### src/rtl/counts_readout_pkg.sv
// Shared definitions for the coincidence-count readout: frame header, FSM states, byte sizing.
// The CKSUM state exists only when COUNTS_READOUT_CKSUM_EN is defined.
package counts_readout_pkg;

  localparam logic [7:0] FRAME_HDR = 8'hA5;

`ifdef COUNTS_READOUT_CKSUM_EN
  typedef enum logic [2:0] {IDLE, HEADER, SEQ, DATA, CKSUM} state_t;
`else
  typedef enum logic [2:0] {IDLE, HEADER, SEQ, DATA} state_t;
`endif

  function automatic int bytes_per_count(input int nbits);
    return (nbits + 7) / 8;
  endfunction

endpackage

### src/rtl/counts_snapshot.sv
// Shadow bank of detector counts, loaded in one cycle and read back one byte at a time.
// ByteSel 0 selects the most significant byte of the zero-extended count.
module counts_snapshot
  import counts_readout_pkg::*;
#(
  parameter int NBITS  = 6,
  parameter int NPAIRS = 10,
  parameter int PAIRW  = $clog2(NPAIRS + 1)
) (
  input  logic             Clk,
  input  logic             Rst_n,
  input  logic             Load,
  input  logic [NBITS-1:0] CountsIn [NPAIRS],
  input  logic [PAIRW-1:0] Pair,
  input  logic             ByteSel,
  output logic [7:0]       ByteOut
);

  localparam int BPC = bytes_per_count(NBITS);

  logic [NBITS-1:0] bank [NPAIRS];
  logic [15:0]      wide;

  always_ff @(posedge Clk or negedge Rst_n) begin
    if (!Rst_n) begin
      for (int i = 0; i < NPAIRS; i++) bank[i] <= '0;
    end else if (Load) begin
      bank <= CountsIn;
    end
  end

  // Pair may point one past the end once the last byte is loaded; read zero there.
  always_comb begin
    wide = '0;
    if (Pair < PAIRW'(NPAIRS)) wide = 16'(bank[Pair]);
    ByteOut = ByteSel ? wide[7:0] : wide[8*BPC-1 -: 8];
  end

endmodule

### src/rtl/counts_readout.sv
// Snapshot-and-stream readout: captures all pair counts on Snap and sends them as a framed byte stream.
// Define COUNTS_READOUT_CKSUM_EN to append an XOR checksum byte to every frame.
module counts_readout
  import counts_readout_pkg::*;
#(
  parameter int  NCHAN  = 5,
  parameter int  NBITS  = 6,
  localparam int NPAIRS = NCHAN * (NCHAN - 1) / 2
) (
  input  logic             Clk,
  input  logic             Rst_n,
  input  logic [NBITS-1:0] Counts [NPAIRS],
  input  logic             Snap,
  output logic [7:0]       TxData,
  output logic             TxValid,
  input  logic             TxReady,
  output logic             Busy,
  output logic             Done,
  output logic             Overrun
);

  localparam int BPC   = bytes_per_count(NBITS);
  localparam int PAIRW = $clog2(NPAIRS + 1);

  state_t           state;
  logic [7:0]       seq;
  logic [PAIRW-1:0] rd_pair;
  logic             rd_byte;
  logic [PAIRW-1:0] adv_pair;
  logic             adv_byte;
  logic [7:0]       snap_byte;
  logic             load;
  logic             hs;
  logic             data_end;

  assign load     = (state == IDLE) && Snap;
  assign hs       = TxValid && TxReady;
  assign data_end = (rd_pair == PAIRW'(NPAIRS));

  counts_snapshot #(
    .NBITS (NBITS),
    .NPAIRS(NPAIRS),
    .PAIRW (PAIRW)
  ) u_snapshot (
    .Clk     (Clk),
    .Rst_n   (Rst_n),
    .Load    (load),
    .CountsIn(Counts),
    .Pair    (rd_pair),
    .ByteSel (rd_byte),
    .ByteOut (snap_byte)
  );

  // Read pointer always names the next byte to be placed on TxData.
  always_comb begin
    adv_pair = rd_pair;
    adv_byte = 1'b0;
    if (BPC == 1 || rd_byte) adv_pair = rd_pair + 1'b1;
    else adv_byte = 1'b1;
  end

`ifdef COUNTS_READOUT_CKSUM_EN
  logic [7:0] cksum;

  always_ff @(posedge Clk or negedge Rst_n) begin
    if (!Rst_n) begin
      cksum <= 8'h00;
    end else if (load) begin
      cksum <= FRAME_HDR;
    end else if (hs) begin
      case (state)
        HEADER:  cksum <= cksum ^ seq;
        SEQ:     cksum <= cksum ^ snap_byte;
        DATA:    if (!data_end) cksum <= cksum ^ snap_byte;
        default: cksum <= cksum;
      endcase
    end
  end
`endif

  always_ff @(posedge Clk or negedge Rst_n) begin
    if (!Rst_n) begin
      state   <= IDLE;
      TxData  <= 8'h00;
      TxValid <= 1'b0;
      Busy    <= 1'b0;
      Done    <= 1'b0;
      Overrun <= 1'b0;
      seq     <= 8'h00;
      rd_pair <= '0;
      rd_byte <= 1'b0;
    end else begin
      Done <= 1'b0;
      if (Snap && state != IDLE) Overrun <= 1'b1;
      case (state)
        IDLE: begin
          if (Snap) begin
            state   <= HEADER;
            TxData  <= FRAME_HDR;
            TxValid <= 1'b1;
            Busy    <= 1'b1;
            Overrun <= 1'b0;
            rd_pair <= '0;
            rd_byte <= 1'b0;
          end
        end
        HEADER: begin
          if (hs) begin
            state  <= SEQ;
            TxData <= seq;
          end
        end
        SEQ: begin
          if (hs) begin
            state   <= DATA;
            TxData  <= snap_byte;
            rd_pair <= adv_pair;
            rd_byte <= adv_byte;
          end
        end
        DATA: begin
          if (hs) begin
            if (!data_end) begin
              TxData  <= snap_byte;
              rd_pair <= adv_pair;
              rd_byte <= adv_byte;
            end else begin
`ifdef COUNTS_READOUT_CKSUM_EN
              state  <= CKSUM;
              TxData <= cksum;
`else
              state   <= IDLE;
              TxValid <= 1'b0;
              Busy    <= 1'b0;
              Done    <= 1'b1;
              seq     <= seq + 8'h01;
`endif
            end
          end
        end
`ifdef COUNTS_READOUT_CKSUM_EN
        CKSUM: begin
          if (hs) begin
            state   <= IDLE;
            TxValid <= 1'b0;
            Busy    <= 1'b0;
            Done    <= 1'b1;
            seq     <= seq + 8'h01;
          end
        end
`endif
        default: begin
          state   <= IDLE;
          TxValid <= 1'b0;
          Busy    <= 1'b0;
        end
      endcase
    end
  end

endmodule

### config.mk
export PLATFORM = sky130hd
export DESIGN_NAME = counts_readout
export DESIGN_NICKNAME = d
export VERILOG_FILES = /design/src/rtl/counts_readout_pkg.sv /design/src/rtl/counts_snapshot.sv /design/src/rtl/counts_readout.sv
export SDC_FILE = /design/constraint.sdc
export NUM_CORES = 1
export LEC_CHECK = 0
export ABC_AREA = 1
export BUFFER_PORTS_ARGS = -buffer_cell sky130_fd_sc_hd__buf_2
export CORE_AREA = 2 2 92 94
export DETAILED_ROUTE_END_ITERATION = 8
export DIE_AREA = 0 0 94 96
export PLACE_DENSITY = 0.78
export SYNTH_ARGS = -nofsm -noshare
export SYNTH_HDL_FRONTEND = slang
export SYNTH_HIERARCHICAL = 1
export SYNTH_SLANG_ARGS = --single-unit
### constraint.sdc
create_clock -name Clk -period 2.2 [get_ports Clk]
set_clock_uncertainty 0.1 [all_clocks]
set_input_delay 0.11 -clock Clk [delete_from_list [all_inputs] [get_ports Clk]]
set_output_delay 0.11 -clock Clk [all_outputs]
set_load 0.02 [all_outputs]
==> flow_metrics.py <==
metrics = {
    "power_and_ir_drop": {
        "combPwrFrac": 0.455,
        "vdd_drop_max_mv": 0.687,
        "switching_power_mw": 2.79,
        "pwr-share-seq": 0.380,
        "p_sw_frac": 0.417,
        "p_leak_nw": 2.82,
        "power.density_nw_per_um2": 1190,
        "clock_power_share": 0.165,
        "totalPowerFinal_mw": 6.69,
        "p_int_mw": 3.90,
    },
    "floorplanning": {
        "die_h_um": 96,
        "die_w_um": 94,
        "start_util": 0.546,
        "core_um2": 8050,
        "rows": 33,
        "fp.dieArea_um2": 9020,
        "io_pins": 76,
    },
    "placed_design": {
        "hpwlAfterDp_um": 7090,
        "gp_congestion": 0.838,
        "dpl_cell_area_um2": 4820,
        "io_buffers": 75,
    },
    "route": {
        "dr.first_iter.drc_count": 296,
        "ant_nets": 0,
        "routedWlPerCell_um": 13.6,
        "first_pass_iters": 5,
        "drc": 0,
        "avgViaCountPerCell": 5.18,
        "num_vias": 4060,
        "routed_wl_um": 10700,
    },
    "finish": {
        "antenna_cells": 0,
        "finish.utilization": 0.700,
        "final_area_um2": 5630,
        "num-nets-final": 748,
        "layout_commonest_cell": "nand2_1",
        "layout-drive-gt1-share": 0.183,
        "area_growth_pct": 28.0,
        "final_cell_mix": "nand2_1 (182), dfrtp_1 (85), buf_2 (74)",
    },
    "cts": {
        "cts_root_buffer": "clkbuf_8",
        "cts_tree": "yes",
        "clkLatencyLatePin_ns": 0.36,
        "cts_resized": 0,
        "cts_buffers": 9,
        "htree_num_levels": 3,
        "cts_sinks": 85,
        "cts_max_path_buffers": 2,
        "clk_pin_slew_ns": 0.09,
    },
    "worst_setup_path": {
        "crit_fanout": 10,
        "critPathMaxStageDelay_ns": 0.47,
        "startpoint": "state[1]$_DFFE_PN0P_",
        "critical_path.slowest_cell": "ha_1",
        "crit_top_cell": "nand2_1",
        "arrival_ns": 2.06,
        "cp-end-kind": "register",
        "path_cells": "ha_1 > nor2_1 > nand2_1 > nand2_1 > nor2_4 > nand2_2 > nand2_1 > nand2_1",
        "startpoint_type": "register",
        "critPathRequiredTime_ns": 2.35,
        "rr_startpoint": "state[1]$_DFFE_PN0P_",
        "critical_path.top_delay_family": "simple AND/OR/NAND/NOR gates",
        "cp_num_buf_inv": 0,
        "critical_path_class": "register to register",
    },
    "min_path": {
        "min_from": "TxReady",
        "worstHoldPathType": "input port to register",
    },
    "timing": {
        "setup_viol": 0,
        "fmax_mhz": 522,
        "hold_viol": 0,
        "fin_crit_sh": 0.870,
        "maxSlewViolCount": 0,
        "rsz0062_at_grt": "false",
        "timing.setup.tns_ns": 0,
        "period_needed_ns": 1.91,
    },
    "synth": {
        "syn_inst": 546,
        "syn_area_um2": 4400,
        "postSynthAreaPerCell_um2": 8.06,
        "yosysWarningCount": 6,
    },
    "global_route": {
        "grt_pass1_vias": 3893,
        "grt_pass1_wl_um": 17800,
        "gr-total-overflow": 0,
        "grt_antenna_before_repair": 0,
        "grt_max_degree": 88,
        "grt.total_usage": 0.251,
    },
    "run": {
        "drv_cap": 0,
    },
    "outcome": {
        "status": "complete, no violations",
    },
}
per-layer routing:
metal,vias up,wire length (µm),global-route usage
met5,-,0,0
met4,0,272,0.104
met3,22,511,0.0392
met2,152,5240,0.420
met1,1899,4650,0.328
li1,1987,-,-
final cells by class:
class                   count  area [µm²]
fillers                   612        2420
flip-flops and latches     85        2130
clock inverters             3        46.3
clock buffers              12         145
inverters                  61         229
repair buffers            145        1080
multi-input cells         373        1870
well taps                 105         131
stage by stage:
step,setup slack (ns),instances,hold slack (ns)
after global routing,0.0311,784,0.0588
after CTS,0.288,784,0.0397
after floorplan,0.267,547,-0.286
after detailed placement,0.303,707,0.00407
after global placement,0.351,707,-0.00210
final,0.286,784,0.0410
path summary, 6_finish.rpt:
kind                                                   endpoint  slack (ns)  cells after the start
worst max-delay path                      TxData[3]$_DFFE_PN0P_        0.29                      8
worst min register to register            TxData[2]$_DFFE_PN0P_        0.37                      2
worst min-delay path                             Done$_DFF_PN0_        0.04                      3
min in group asynchronous       u_snapshot/bank[18]$_DFFE_PN0P_        0.14                      2
max in group asynchronous       u_snapshot/bank[28]$_DFFE_PN0P_        1.26                      3
worst max register to register            TxData[3]$_DFFE_PN0P_        0.29                      8
worst min-delay path: cells and delay by family:
| family | cells | cell delay, ns |
|---|---|---|
| buffers and inverters | 1 | 0.10 |
| and+or+nand+nor | 2 | 0.23 |
flip-flops by register name (all words and copies together) (netlist names), named ones only:
register,cells
u_snapshot/bank,60
rd_pair,4
TxData,8
Done,1
state,2
seq,8
Busy,1
power groups by stage:
stage          registers (mW)  clock network [mW]  logic (mW)
6_report                 2.54                1.10        3.04
5_1_grt                  2.61                1.18        3.44
4_1_cts                  2.53                1.12        3.01
3_5_place_dp             2.56                   0        2.90
3_3_place_gp             2.53                   0        2.80
2_1_floorplan            2.54                   0        2.18
what timing repair did:
action / CTS / global route
hold buffers: 62 / 0
buffers inserted: 0 / 0
hold endpoints to repair: 95 / 0
(Power assumes the default switching activity.)
